File: src/rtl/mac_frame_accumulator.sv
// Accumulates FRAME_LEN upstream product-sums into a frame sum held in a valid/ready output register.
// Define MAC_ACC_MAX_EN to also track the largest sample of each frame on max_out.
module mac_frame_accumulator #(
    parameter  int SIZE      = 8,
    parameter  int FRAME_LEN = 4,
    localparam int DW        = 2 * SIZE,
    localparam int CNTW      = $clog2(FRAME_LEN),
    localparam int SUMW      = 2 * SIZE + $clog2(FRAME_LEN)
) (
    input  logic            clk,
    input  logic            reset,
    input  logic            in_valid,
    input  logic [DW-1:0]   data_in,
    output logic            out_valid,
    input  logic            out_ready,
    output logic [SUMW-1:0] sum_out,
    output logic [DW-1:0]   max_out,
    output logic [CNTW-1:0] sample_cnt,
    output logic            overrun
);

    typedef enum logic {
        IDLE,
        ACCUM
    } state_t;

    localparam logic [CNTW-1:0] LAST_CNT = CNTW'(FRAME_LEN - 1);

    state_t            r_state;
    state_t            w_nextState;
    logic [CNTW-1:0]   r_cnt;
    logic [CNTW-1:0]   w_cntNext;
    logic [SUMW-1:0]   r_acc;
    logic [SUMW-1:0]   w_accNext;
    logic [SUMW-1:0]   w_sum;
    logic              w_frameDone;
    logic              r_outValid;
    logic [SUMW-1:0]   r_sumOut;
    logic              r_overrun;

    assign w_sum = r_acc + SUMW'(data_in);

    always_ff @(posedge clk) begin
        if (reset) begin
            r_state <= IDLE;
            r_cnt   <= '0;
            r_acc   <= '0;
        end else begin
            r_state <= w_nextState;
            r_cnt   <= w_cntNext;
            r_acc   <= w_accNext;
        end
    end

    // The last sample of a frame is folded directly into sum_out, so the accumulator restarts at zero.
    always_comb begin
        w_nextState = r_state;
        w_cntNext   = r_cnt;
        w_accNext   = r_acc;
        w_frameDone = 1'b0;
        case (r_state)
            IDLE: begin
                if (in_valid) begin
                    w_nextState = ACCUM;
                    w_cntNext   = CNTW'(1);
                    w_accNext   = w_sum;
                end
            end
            ACCUM: begin
                if (in_valid) begin
                    if (r_cnt == LAST_CNT) begin
                        w_frameDone = 1'b1;
                        w_nextState = IDLE;
                        w_cntNext   = '0;
                        w_accNext   = '0;
                    end else begin
                        w_cntNext = r_cnt + CNTW'(1);
                        w_accNext = w_sum;
                    end
                end
            end
            default: w_nextState = IDLE;
        endcase
    end

    // The upstream cannot stall, so a new result always wins; losing an unconsumed one is flagged.
    always_ff @(posedge clk) begin
        if (reset) begin
            r_outValid <= 1'b0;
            r_sumOut   <= '0;
            r_overrun  <= 1'b0;
        end else if (w_frameDone) begin
            r_sumOut   <= w_sum;
            r_outValid <= 1'b1;
            if (r_outValid && !out_ready) begin
                r_overrun <= 1'b1;
            end
        end else if (r_outValid && out_ready) begin
            r_outValid <= 1'b0;
        end
    end

`ifdef MAC_ACC_MAX_EN
    logic [DW-1:0] r_max;
    logic [DW-1:0] r_maxOut;
    logic [DW-1:0] w_maxNext;

    assign w_maxNext = (data_in > r_max) ? data_in : r_max;

    always_ff @(posedge clk) begin
        if (reset) begin
            r_max    <= '0;
            r_maxOut <= '0;
        end else if (w_frameDone) begin
            r_max    <= '0;
            r_maxOut <= w_maxNext;
        end else if (in_valid) begin
            r_max <= w_maxNext;
        end
    end

    assign max_out = r_maxOut;
`else
    assign max_out = '0;
`endif

    assign out_valid  = r_outValid;
    assign sum_out    = r_sumOut;
    assign sample_cnt = r_cnt;
    assign overrun    = r_overrun;

endmodule

File: config.mk
export PLATFORM = sky130hd
export DESIGN_NAME = mac_frame_accumulator
export DESIGN_NICKNAME = d
export VERILOG_FILES = /design/src/rtl/mac_frame_accumulator.sv
export SDC_FILE = /design/constraint.sdc
export NUM_CORES = 1
export LEC_CHECK = 0
export CORE_ASPECT_RATIO = 1.25
export CORE_MARGIN = 8
export CORE_UTILIZATION = 35
export CTS_BUF_LIST = sky130_fd_sc_hd__clkbuf_8
export CTS_CLUSTER_SIZE = 14
export DETAILED_ROUTE_END_ITERATION = 8
export SYNTH_ARGS = -nofsm -noshare
export SYNTH_HDL_FRONTEND = slang
export SYNTH_SLANG_ARGS = --single-unit
File: constraint.sdc
create_clock -name clk -period 2.3 [get_ports clk]
set_clock_uncertainty 0.15 [all_clocks]
set_input_delay 0.23 -clock clk [delete_from_list [all_inputs] [get_ports clk]]
set_output_delay 0.23 -clock clk [all_outputs]
set_load 0.005 [all_outputs]
==> results by group <==
Outcome
  • Run status: completed

Worst setup path
  • Timing startpoint of the critical path: data_in[4]
  • Crit path launch type: input pin
  • Terminus of the critical flop-to-flop path: r_acc[16]
  • CP Capture Type: flip-flop
  • Capture point of the worst path: r_acc[15]
  • Largest fanout on the critical path: 4
  • Flop-to-flop setup slack: ~100 ps
  • Critical setup path kind: input pin to flip-flop
  • Critical path data arrival time: 2290 ps
  • Count of cells along the worst register-to-register path: 9
  • WP data required: 2350 ps
  • Reg-to-reg critical path startpoint: r_acc[0]

Floorplanning
  • Rows: 34
  • Initial Utilization: between 30% and 40%
  • Die footprint: about 10000 um^2
  • Top-Level Pins: a little under 60
  • Vertical die dimension: around 110 um
  • Total core area: roughly 6900 um^2
  • Die outline width: 91.1 um

CTS
  • Cts-stage hold buffer count: 0
  • Total clock buffers created by CTS: 5
  • Clock insertion delay at the later pin of the skew report: 300 ps
  • Level count of the clock H-tree: 2
  • Number of sinks handled by clock tree synthesis: 41
  • Clock transition time at the flip-flop clock pins of the worst setup and hold paths: approximately 90 ps
  • Root buffer selected by CTS: clkbuf_8
  • CTS tree: built
  • Maximum buffer depth of the clock tree: 2

Yosys
  • Warnings, synthesis: 0
  • EDFF count, synth: 0
  • Synthesized instance count: about 300
  • Syn Area/Cell: 8.42 um^2
  • Most used standard cell by instance count after synthesis: dfxtp_1
  • Top cells by instance count after synthesis: dfxtp_1, a21oi_1, nand2_1
  • Synth top area cells: dfxtp_1, ha_1, a21oi_1
  • Synth cell types: 49
  • Share of synthesized area occupied by flip-flops and latches: approximately a third
  • Cell taking the most area after synthesis: dfxtp_1
  • Primary FF master, synth: dfxtp_1
  • Fraction of registers with async set or reset after synthesis: 0%
  • Fraction of post-synthesis cell area in the top cell type by area: about a third
  • Post-Syn Area: 2470 um^2
  • Number of synthesized register bits: 41

Place
  • Placed instance area: about 3200 um^2
  • # port buffers: 41
  • DP Wirelength: 4.86 mm
  • Number of placed instances with taps included: around 450
  • Routability congestion estimate: about 0.86

STA
  • Summed negative setup slack over all endpoints: 0 ps
  • Achievable frequency: ~450 MHz
  • Setup-failing EPs final: 0
  • Final critical path time including I/O delays and setup: about 2200 ps
  • RSZ-0062 raised after global routing: true
  • Final hold viol count: 0
  • Share of the clock period used by the worst path: 97.4%
  • Number of max-slew violations in the final report: 0

Drt
  • Starting DRT DRC Count: between 80 and 90
  • Remaining antenna violation count: 0
  • Met2 wire length: 2.98 mm
  • Met1 WL: between 2 and 3 mm
  • Overall via count from detail_route: approximately 2300
  • DR vias/cell: about 5
  • DR pass1 iterations: 4
  • WL/cell: ~14 um
  • Final wirelength: approximately 6.3 mm
  • Met3 wire length: about 340 um
  • Post-route DRC violation count: 0
  • Highest metal used: met4

Worst hold path
  • Min-Delay Path Class: input pin to flip-flop

Power and ir drop
  • Leakage: around 0.0014 uW
  • P per Cell Area: 605 nW/um^2
  • Max rail drop VDD: roughly 0.00036 V
  • Total power: between 2000 and 2500 uW

Global routing
  • Via count of the first global-routing pass: between 2000 and 2500
  • First-pass GRT wire length: between 10 and 15 mm
  • Aggregate global routing overflow: 0
  • Antenna violations before repair: 0
  • GR Util All Layers: between 10% and 20%
  • Largest net degree at the start of global routing: 22

Cells and area
  • Net total in the final layout: around 410
  • Area Overhead vs Synth: 35.8%
  • Antenna diode instance count: 0
  • Count of non-filler cells in the finished layout: 461
  • Final core area utilization: 48.6%
  • Post-route design area: around 3300 um^2
  • Fraction of layout instances using a drive strength above 1: 20.2%
  • Count of fill cells added during filler insertion: about 700

Flow run
  • Maximum Capacitance Violations: 0
[repair_timing]
item,in CTS,in global routing
setup buffers,0,2
pin swaps,2,13
setup endpoints to repair,4,14
gates resized for setup,2,14
[power by group]
group | internal (uW) | switching, uW
registers | 756 | 30.2
clock network | 278 | 269
logic | 349 | 346
total | 1380 | 645
[worst min-delay path by stage]
stage / endpoint / slack (ps) / startpoint / depth (start not counted)
CTS: sum_out[7] / 310 / sum_out[7] / 2
global placement: sum_out[3] / 300 / sum_out[3] / 2
finish: r_acc[0] / 210 / data_in[0] / 4
detailed placement: sum_out[2] / 300 / sum_out[2] / 2
global route: r_acc[0] / 240 / data_in[0] / 4
floorplan: r_acc[14] / 280 / r_acc[14] / 2
[state kept, by name, indices dropped and copies added (netlist names)]
signal,cells
r_acc,18
sum_out,18
sample_cnt,2
out_valid,1
overrun,1
r_state,1
[per-layer routing]
metal	up-vias	track usage (%)
met5	-	0
met4	0	4.45
met3	9	3.48
met2	53	22.7
met1	1055	14.9
li1	1161	-
[cell type report]
class / instances / area (um^2) / area share, %
clock buffers: 7 / 96.3 / 2.88
clock inverters: 1 / 8.76 / 0.261
inverters: 7 / 26.3 / 0.784
multi-input cells: 231 / 1550 / 46.1
flip-flops and latches: 41 / 822 / 24.5
well taps: 90 / 113 / 3.36
repair buffers: 84 / 738 / 22.0
[stage by stage]
| stage | hold slack, ps | setup slack [ps] |
|---|---|---|
| global placement | 296 | -314 |
| global route | 238 | -11.2 |
| detailed placement | 300 | -373 |
| floorplan | 280 | 173 |
| CTS | 313 | 6.60 |
| finish | 211 | 59.4 |
[cell usage in the layout, fill, tap and decap left out, drive strengths merged, types with 7 or more instances in the layout]
cell type and n:
a21oi 34, a22o 7, and3 7, buf 43, clkbuf 7, clkdlybuf4s50 39, conb 16, dfxtp 41
ha 17, inv 8, nand2 30, nor2 19, nor2b 8, o21ai 14, xnor2 8
[worst max-delay path, stage by stage]
cell,delay (ps)
clkdlybuf4s50_1,410
ha_1,350
a21o_1,220
o21bai_4,190
o21ai_2,220
a21oi_2,80
or3_1,340
a32o_1,240
[kinds of logic (layout without fill, tap and decap cells)]
kind of cell,Yosys count,count (layout),synth area share [%]
DFF,41,41,33.3
AOI/OAI and AO/OA,91,91,24.8
buffers and inverters,36,99,8.82
xor gates and xnor gates,13,13,4.61
adders and majority gates,18,18,9.43
other,1,16,0.152
muxes,3,3,1.22
and+or+nand+nor,90,90,17.6
No activity file was read; power rests on OpenSTA's default activity.
